$ cat src/rtl/pipe_ctrl_if.sv
// Pipeline-control bundle: hazard/debug requests in, stage enables and status out.
interface pipe_ctrl_if #(
  parameter int CNT_W = 16
);
  logic             jump;
  logic             ex_multi;
  logic             ex_done;
  logic             dbg_halt_req;
  logic             dbg_step_req;
  logic             pc_en;
  logic             if_id_en;
  logic             if_id_flush;
  logic             id_ex_flush;
  logic             halted;
  logic             step_ack;
  logic             timeout;
  logic [CNT_W-1:0] stall_cnt;
  logic [2:0]       state;

  modport master (
    output jump, ex_multi, ex_done, dbg_halt_req, dbg_step_req,
    input  pc_en, if_id_en, if_id_flush, id_ex_flush,
    input  halted, step_ack, timeout, stall_cnt, state
  );

  modport slave (
    input  jump, ex_multi, ex_done, dbg_halt_req, dbg_step_req,
    output pc_en, if_id_en, if_id_flush, id_ex_flush,
    output halted, step_ack, timeout, stall_cnt, state
  );
endinterface

$ cat src/rtl/pipe_ctrl.sv
// Pipeline controller: jump flush, multi-cycle EX wait with timeout, debug halt/step.
// Stage enables/flushes are decoded combinationally; all status outputs are registered.
module pipe_ctrl #(
  parameter int TIMEOUT = 255,
  parameter int CNT_W   = 16
) (
  input  logic       clk,
  input  logic       rst,
  pipe_ctrl_if.slave bus
);

  localparam int WAIT_W = (TIMEOUT > 1) ? $clog2(TIMEOUT + 1) : 1;

  typedef enum logic [2:0] {
    RUN     = 3'd0,
    FLUSH   = 3'd1,
    WAIT_EX = 3'd2,
    HALT    = 3'd3,
    STEP    = 3'd4
  } state_t;

  state_t            state_q, state_d;
  logic [WAIT_W-1:0] wait_cnt;
  logic [CNT_W-1:0]  stall_q;
  logic              step_prev;
  logic              halted_q;
  logic              step_ack_q;
  logic              timeout_q;
  logic              pc_en, if_id_en, if_id_flush, id_ex_flush;
  logic              wait_expired;

  // Next-state and stage-control decode; reset overrides to a frozen, flushed pipe.
  always_comb begin
    state_d      = state_q;
    pc_en        = 1'b1;
    if_id_en     = 1'b1;
    if_id_flush  = 1'b0;
    id_ex_flush  = 1'b0;
    wait_expired = 1'b0;
    case (state_q)
      RUN: begin
        if (bus.jump) begin
          if_id_flush = 1'b1;
          id_ex_flush = 1'b1;
          state_d     = FLUSH;
        end else if (bus.ex_multi) begin
          pc_en    = 1'b0;
          if_id_en = 1'b0;
          state_d  = WAIT_EX;
        end else if (bus.dbg_halt_req) begin
          pc_en       = 1'b0;
          if_id_en    = 1'b0;
          id_ex_flush = 1'b1;
          state_d     = HALT;
        end
      end
      FLUSH: begin
        if_id_flush = 1'b1;
        state_d     = RUN;
      end
      WAIT_EX: begin
        // A jump can only resolve once the multi-cycle op retires.
        if (bus.ex_done && bus.jump) begin
          if_id_flush = 1'b1;
          id_ex_flush = 1'b1;
          state_d     = FLUSH;
        end else begin
          pc_en    = 1'b0;
          if_id_en = 1'b0;
          if (bus.ex_done) begin
            state_d = RUN;
          end else if (wait_cnt == WAIT_W'(TIMEOUT)) begin
            wait_expired = 1'b1;
            state_d      = RUN;
          end
        end
      end
      HALT: begin
        pc_en       = 1'b0;
        if_id_en    = 1'b0;
        id_ex_flush = 1'b1;
        if (!bus.dbg_halt_req) begin
          state_d = RUN;
        end else if (bus.dbg_step_req && !step_prev) begin
          state_d = STEP;
        end
      end
      STEP: begin
        // A jump during the step re-enters HALT via FLUSH and RUN.
        if (bus.jump) begin
          if_id_flush = 1'b1;
          id_ex_flush = 1'b1;
          state_d     = FLUSH;
        end else begin
          state_d = HALT;
        end
      end
      default: state_d = RUN;
    endcase
    if (!rst) begin
      pc_en       = 1'b0;
      if_id_en    = 1'b0;
      if_id_flush = 1'b1;
      id_ex_flush = 1'b1;
    end
  end

  // State register, wait/stall counters and registered status flags.
  always_ff @(posedge clk or negedge rst) begin
    if (!rst) begin
      state_q    <= RUN;
      wait_cnt   <= '0;
      stall_q    <= '0;
      step_prev  <= 1'b0;
      halted_q   <= 1'b0;
      step_ack_q <= 1'b0;
      timeout_q  <= 1'b0;
    end else begin
      state_q    <= state_d;
      step_prev  <= bus.dbg_step_req;
      halted_q   <= (state_d == HALT);
      step_ack_q <= (state_q == STEP);
      wait_cnt   <= (state_q == WAIT_EX) ? wait_cnt + 1'b1 : '0;
      if (wait_expired) timeout_q <= 1'b1;
      if (!pc_en && stall_q != '1) stall_q <= stall_q + 1'b1;
    end
  end

  assign bus.pc_en       = pc_en;
  assign bus.if_id_en    = if_id_en;
  assign bus.if_id_flush = if_id_flush;
  assign bus.id_ex_flush = id_ex_flush;
  assign bus.halted      = halted_q;
  assign bus.step_ack    = step_ack_q;
  assign bus.timeout     = timeout_q;
  assign bus.stall_cnt   = stall_q;
  assign bus.state       = state_q;

endmodule

$ cat src/flat_wrapper.sv
// flat-port wrapper written by rule: the top's interface ports become plain ports
module pipe_ctrl_flat 
#(
  parameter int TIMEOUT = 255,
  parameter int CNT_W   = 16
)
  (clk, rst, bus_jump, bus_ex_multi, bus_ex_done, bus_dbg_halt_req, bus_dbg_step_req, bus_pc_en, bus_if_id_en, bus_if_id_flush, bus_id_ex_flush, bus_halted, bus_step_ack, bus_timeout, bus_stall_cnt, bus_state);
  pipe_ctrl_if #(.CNT_W(CNT_W)) bus_i ();
  input  logic clk;
  input  logic rst;
  input wire logic [$bits(bus_i.jump)-1:0] bus_jump;
  input wire logic [$bits(bus_i.ex_multi)-1:0] bus_ex_multi;
  input wire logic [$bits(bus_i.ex_done)-1:0] bus_ex_done;
  input wire logic [$bits(bus_i.dbg_halt_req)-1:0] bus_dbg_halt_req;
  input wire logic [$bits(bus_i.dbg_step_req)-1:0] bus_dbg_step_req;
  output wire logic [$bits(bus_i.pc_en)-1:0] bus_pc_en;
  output wire logic [$bits(bus_i.if_id_en)-1:0] bus_if_id_en;
  output wire logic [$bits(bus_i.if_id_flush)-1:0] bus_if_id_flush;
  output wire logic [$bits(bus_i.id_ex_flush)-1:0] bus_id_ex_flush;
  output wire logic [$bits(bus_i.halted)-1:0] bus_halted;
  output wire logic [$bits(bus_i.step_ack)-1:0] bus_step_ack;
  output wire logic [$bits(bus_i.timeout)-1:0] bus_timeout;
  output wire logic [$bits(bus_i.stall_cnt)-1:0] bus_stall_cnt;
  output wire logic [$bits(bus_i.state)-1:0] bus_state;
  assign bus_i.jump = bus_jump;
  assign bus_i.ex_multi = bus_ex_multi;
  assign bus_i.ex_done = bus_ex_done;
  assign bus_i.dbg_halt_req = bus_dbg_halt_req;
  assign bus_i.dbg_step_req = bus_dbg_step_req;
  assign bus_pc_en = bus_i.pc_en;
  assign bus_if_id_en = bus_i.if_id_en;
  assign bus_if_id_flush = bus_i.if_id_flush;
  assign bus_id_ex_flush = bus_i.id_ex_flush;
  assign bus_halted = bus_i.halted;
  assign bus_step_ack = bus_i.step_ack;
  assign bus_timeout = bus_i.timeout;
  assign bus_stall_cnt = bus_i.stall_cnt;
  assign bus_state = bus_i.state;
  pipe_ctrl #(.TIMEOUT(TIMEOUT), .CNT_W(CNT_W)) u_core (.clk(clk), .rst(rst), .bus(bus_i));
endmodule
$ cat config.mk
export PLATFORM = sky130hd
export DESIGN_NAME = pipe_ctrl_flat
export DESIGN_NICKNAME = d
export VERILOG_FILES = /design/src/rtl/pipe_ctrl_if.sv /design/src/rtl/pipe_ctrl.sv /design/src/flat_wrapper.sv
export SDC_FILE = /design/constraint.sdc
export NUM_CORES = 1
export LEC_CHECK = 0
export BUFFER_PORTS_ARGS = -buffer_cell sky130_fd_sc_hd__buf_4
export CAP_MARGIN = 20
export CORE_ASPECT_RATIO = 1.4
export CORE_MARGIN = 2
export CORE_UTILIZATION = 55
export CTS_CLUSTER_SIZE = 40
export DETAILED_ROUTE_END_ITERATION = 10
export PLACE_DENSITY = 0.82
export SYNTH_ARGS = -nofsm -noshare
export SYNTH_HDL_FRONTEND = slang
export SYNTH_SLANG_ARGS = --single-unit
$ cat constraint.sdc
create_clock -name clk -period 4.37 [get_ports clk]
set_input_delay 0.437 -clock clk [delete_from_list [all_inputs] [get_ports clk]]
set_output_delay 0.437 -clock clk [all_outputs]
set_load 0.01 [all_outputs]
==> flow_summary_export.csv <==
group,metric,value,unit
clock_tree,clkSlewWorstSetupHoldPaths,0.10,ns
floorplan,fp.dieW,48.14,um
route,routed_via_density,5.484,
floorplan,initial_core_util,57.37,%
route,drt_first_pass_iters,4,
worst_setup_path,slowest_stage,"sky130_fd_sc_hd__dfrtp_1",
pwr,p_leak,0.0008857,uW
route,postRouteWirelength,2921,um
pwr,irDropWorstVdd,380.7,uV
route,route.detailed.wl_per_inst,13.59,um
floorplan,die_y,65.80,um
worst_setup_path,timing.critical_path.from_type,"register",
place,gp_routability_congestion,0.7797,
worst_setup_path,critical-path-top-delay-family,"flip-flops",
place,placement.io_buffers,32,
pwr,power.total,943.8,uW
pwr,power-per-cell-area,511.8,nW/um^2
route,number_of_drc_violations_after_detailed_routing,0,
global_routing,global_route_wire_length_before_repair,4843,um
place,placement.setup.worst_slack,2.424,ns
synthesis,post_synth_inst_count,143,
floorplan,num_rows,22,
worst_setup_path,reg2reg_slack,2.44,ns
route,detailroute.via_count,1179,
clock_tree,insertion_delay,0.34,ns
clock_tree,cts-htree-levels,2,
worst_setup_path,cp.arrival,1.75,ns
route,antenna_left,0,
timing,rsz0062_at_grt,"false",
route,dr.first_iter.drc_count,30,
cells_and_area,antenna-diode-count,0,
cells_and_area,post_route_cells_drive_above_1_share,27.93,%
synthesis,synth_nets,152,
synthesis,yosys_register_bits,31,
clock_tree,cts_made_buffers,5,
timing,final.setup.tns,0,ns
worst_setup_path,critPathMaxFanout,9,
global_routing,track_usage,21.76,%
synthesis,ys_seq_area_share,51.71,%
cells_and_area,finish.utilization,70.53,%
clock_tree,cts_tree,"built",
floorplan,core_area,2615,um^2
job,drv_cap,0,
worst_setup_path,max_stage_delay,0.48,ns
timing,slew-limit-headroom,72.28,%
timing,final_hold_viol_count,0,
timing,period_minus_slack,2.192,ns
worst_setup_path,critical_path.endpoint_type,"output pin",
clock_tree,clk_root_buffer_cell,"sky130_fd_sc_hd__clkbuf_4",
timing,final.setup.worst_slack,2.178,ns
worst_setup_path,number_of_cells_on_the_worst_reg_to_reg_path,4,
clock_tree,largest_buffer_count_on_any_clock_path,2,
timing,worst_clock_skew,0.01779,ns
clock_tree,post-cts-setup-buffers,0,
synthesis,synthDistinctLibCells,33,
worst_setup_path,timing.setup.critical_path_class,"register to output pin",
timing,fmax,456.2,MHz
place,dpl-instance-area,1758,um^2
worst_setup_path,critical_path.cell_chain,"or3_1 -> o221ai_2 -> inv_1 -> buf_4",
timing,tightest_slew,0.4158,ns
synthesis,syn_area,1500,um^2
cells_and_area,post-route-cell-area,1844,um^2
global_routing,grt_remaining_overflow,0,
timing,drv_slew,0,
worst_setup_path,critPathRequiredTime,3.93,ns
clock_tree,cts.hold.buffers_added,0,
synthesis,ys_warn_count,0,
global_routing,antenna_violations_before_repair,0,
clock_tree,cts_repair_resize_count,0,
timing,final.period_utilization,50.16,%
floorplan,die-area,3167,um^2
cells_and_area,net_count_of_the_finished_layout,187,
worst_hold_path,hold_path_class,"input port to async pin",
global_routing,grt_max_degree,35,
cells_and_area,layout-area-overhead-vs-synth,22.94,%
clock_tree,cts.sink_count,31,
timing,setup_violations,0,
worst_setup_path,cp.depth,4,
global_routing,grt_pass1_vias,1147,
worst_setup_path,critPathBufInv,2,
place,hpwlAfterDp,2133,um
synthesis,syn_avg_cell_area,10.49,um^2
run_status,run_status,"completed",
floorplan,floorplan.io_pins,33,
-- sequential cells by signal, summed over array words and instances (netlist names) --
name,flops
u_core.step_prev,1
u_core.bus.step_ack,1
u_core.bus.halted,1
u_core.bus.state,3
u_core.bus.stall_cnt,16
u_core.wait_cnt,8
u_core.bus.timeout,1
-- routing by layer --
| metal | wire length [um] | GRT usage [%] |
|---|---|---|
| met2 | 1574 | 36.84 |
| met1 | 1112 | 22.86 |
| met3 | 156 | 7.104 |
| met4 | 78 | 10.14 |
| met5 | 0 | 0 |
-- power breakdown --
part / switching, uW / internal, uW
Sequential: 69.1 / 339
Clock: 96.5 / 135
Combinational: 154 / 150
Total: 320 / 624
-- metrics by stage --
stage,hold slack (ns),cells
finish,0.01860,215
global route,0.02799,215
CTS,0.02312,215
detailed placement,0.4004,207
global placement,0.3914,207
floorplan,0.1414,143
-- worst reg2reg max path, stage by stage (launching register included) --
cell,delay (ns)
sky130_fd_sc_hd__dfrtp_1,0.48
sky130_fd_sc_hd__or3_1,0.41
sky130_fd_sc_hd__o221ai_2,0.24
sky130_fd_sc_hd__o41a_4,0.32
sky130_fd_sc_hd__mux2_2,0.35
-- layout make-up --
class / instances / area, um^2
Clock buffer: 6 / 51.30
Clock inverter: 2 / 35.03
Fill cell: 208 / 770.7
Inverter: 6 / 22.52
Multi-Input combinational cell: 102 / 674.4
Sequential cell: 31 / 775.7
Tap cell: 36 / 45.04
Timing Repair Buffer: 32 / 240.2
-- logic make-up after synthesis --
group,Yosys count,share of synthesized area (%)
compound gates,14,8.006
mux,1,0.7506
buf+inv,10,3.336
xor+xnor,20,11.68
fa+ha+maj,2,1.668
flops,31,51.71
simple gates,65,22.85
-- path summary, 6_finish.rpt --
check | to | startpoint
worst max-delay path | bus_if_id_en | u_core.bus.state[0]
min in group clk | u_core.step_prev | bus_dbg_step_req
max in group asynchronous | u_core.bus.stall_cnt[8] | rst
worst max register to register | u_core.bus.stall_cnt[1] | u_core.bus.state[0]
worst min register to register | u_core.bus.timeout | u_core.bus.timeout
worst min-delay path | u_core.wait_cnt[4] | rst
-- Yosys cell counts --
| master | instances | area, um^2 |
|---|---|---|
| sky130_fd_sc_hd__dfrtp_1 | 31 | 775.7 |
| sky130_fd_sc_hd__nor2_1 | 18 | 67.56 |
| sky130_fd_sc_hd__xnor2_1 | 15 | 131.4 |
| sky130_fd_sc_hd__nand3_1 | 11 | 55.05 |
| sky130_fd_sc_hd__nand2_1 | 9 | 33.78 |
| sky130_fd_sc_hd__inv_1 | 6 | 22.52 |
| sky130_fd_sc_hd__nand4_1 | 6 | 37.54 |
| sky130_fd_sc_hd__a21oi_1 | 5 | 25.02 |
| sky130_fd_sc_hd__and3_1 | 5 | 31.28 |
| sky130_fd_sc_hd__xor2_1 | 5 | 43.79 |
| sky130_fd_sc_hd__nor3_1 | 3 | 15.01 |
| sky130_fd_sc_hd__a21o_1 | 2 | 15.01 |
| sky130_fd_sc_hd__and2_1 | 2 | 12.51 |
| sky130_fd_sc_hd__ha_1 | 2 | 25.02 |
| sky130_fd_sc_hd__nand2b_1 | 2 | 12.51 |
| sky130_fd_sc_hd__nand4_2 | 2 | 25.02 |
| sky130_fd_sc_hd__o211ai_1 | 2 | 15.01 |
| sky130_fd_sc_hd__or2_2 | 2 | 12.51 |
| sky130_fd_sc_hd__and3b_1 | 1 | 8.760 |
| sky130_fd_sc_hd__and4_1 | 1 | 8.760 |
| sky130_fd_sc_hd__buf_2 | 1 | 5.000 |
| sky130_fd_sc_hd__buf_4 | 1 | 7.510 |
| sky130_fd_sc_hd__buf_6 | 1 | 11.26 |
| sky130_fd_sc_hd__clkbuf_1 | 1 | 3.750 |
| sky130_fd_sc_hd__mux2_2 | 1 | 11.26 |
| sky130_fd_sc_hd__nand2_2 | 1 | 6.260 |
| sky130_fd_sc_hd__nand3_2 | 1 | 10.01 |
| sky130_fd_sc_hd__o21ai_0 | 1 | 5.000 |
| sky130_fd_sc_hd__o21bai_1 | 1 | 7.510 |
| sky130_fd_sc_hd__o221ai_2 | 1 | 15.01 |
| sky130_fd_sc_hd__o311ai_2 | 1 | 16.27 |
| sky130_fd_sc_hd__o41a_4 | 1 | 21.27 |
| sky130_fd_sc_hd__or3_1 | 1 | 6.260 |
-- placed cells by master (no fill, tap or decap), types with 2 or more instances in the layout --
master	count
sky130_fd_sc_hd__a21o_1	2
sky130_fd_sc_hd__a21oi_1	5
sky130_fd_sc_hd__and2_1	2
sky130_fd_sc_hd__and3_1	5
sky130_fd_sc_hd__buf_4	32
sky130_fd_sc_hd__clkbuf_4	5
sky130_fd_sc_hd__dfrtp_1	31
sky130_fd_sc_hd__ha_1	2
sky130_fd_sc_hd__inv_1	6
sky130_fd_sc_hd__nand2_1	9
sky130_fd_sc_hd__nand2b_1	2
sky130_fd_sc_hd__nand3_1	11
sky130_fd_sc_hd__nand4_1	6
sky130_fd_sc_hd__nand4_2	2
sky130_fd_sc_hd__nor2_1	18
sky130_fd_sc_hd__nor3_1	3
sky130_fd_sc_hd__o211ai_1	2
sky130_fd_sc_hd__or2_2	2
sky130_fd_sc_hd__xnor2_1	15
sky130_fd_sc_hd__xor2_1	5
(Power assumes the default switching activity.)
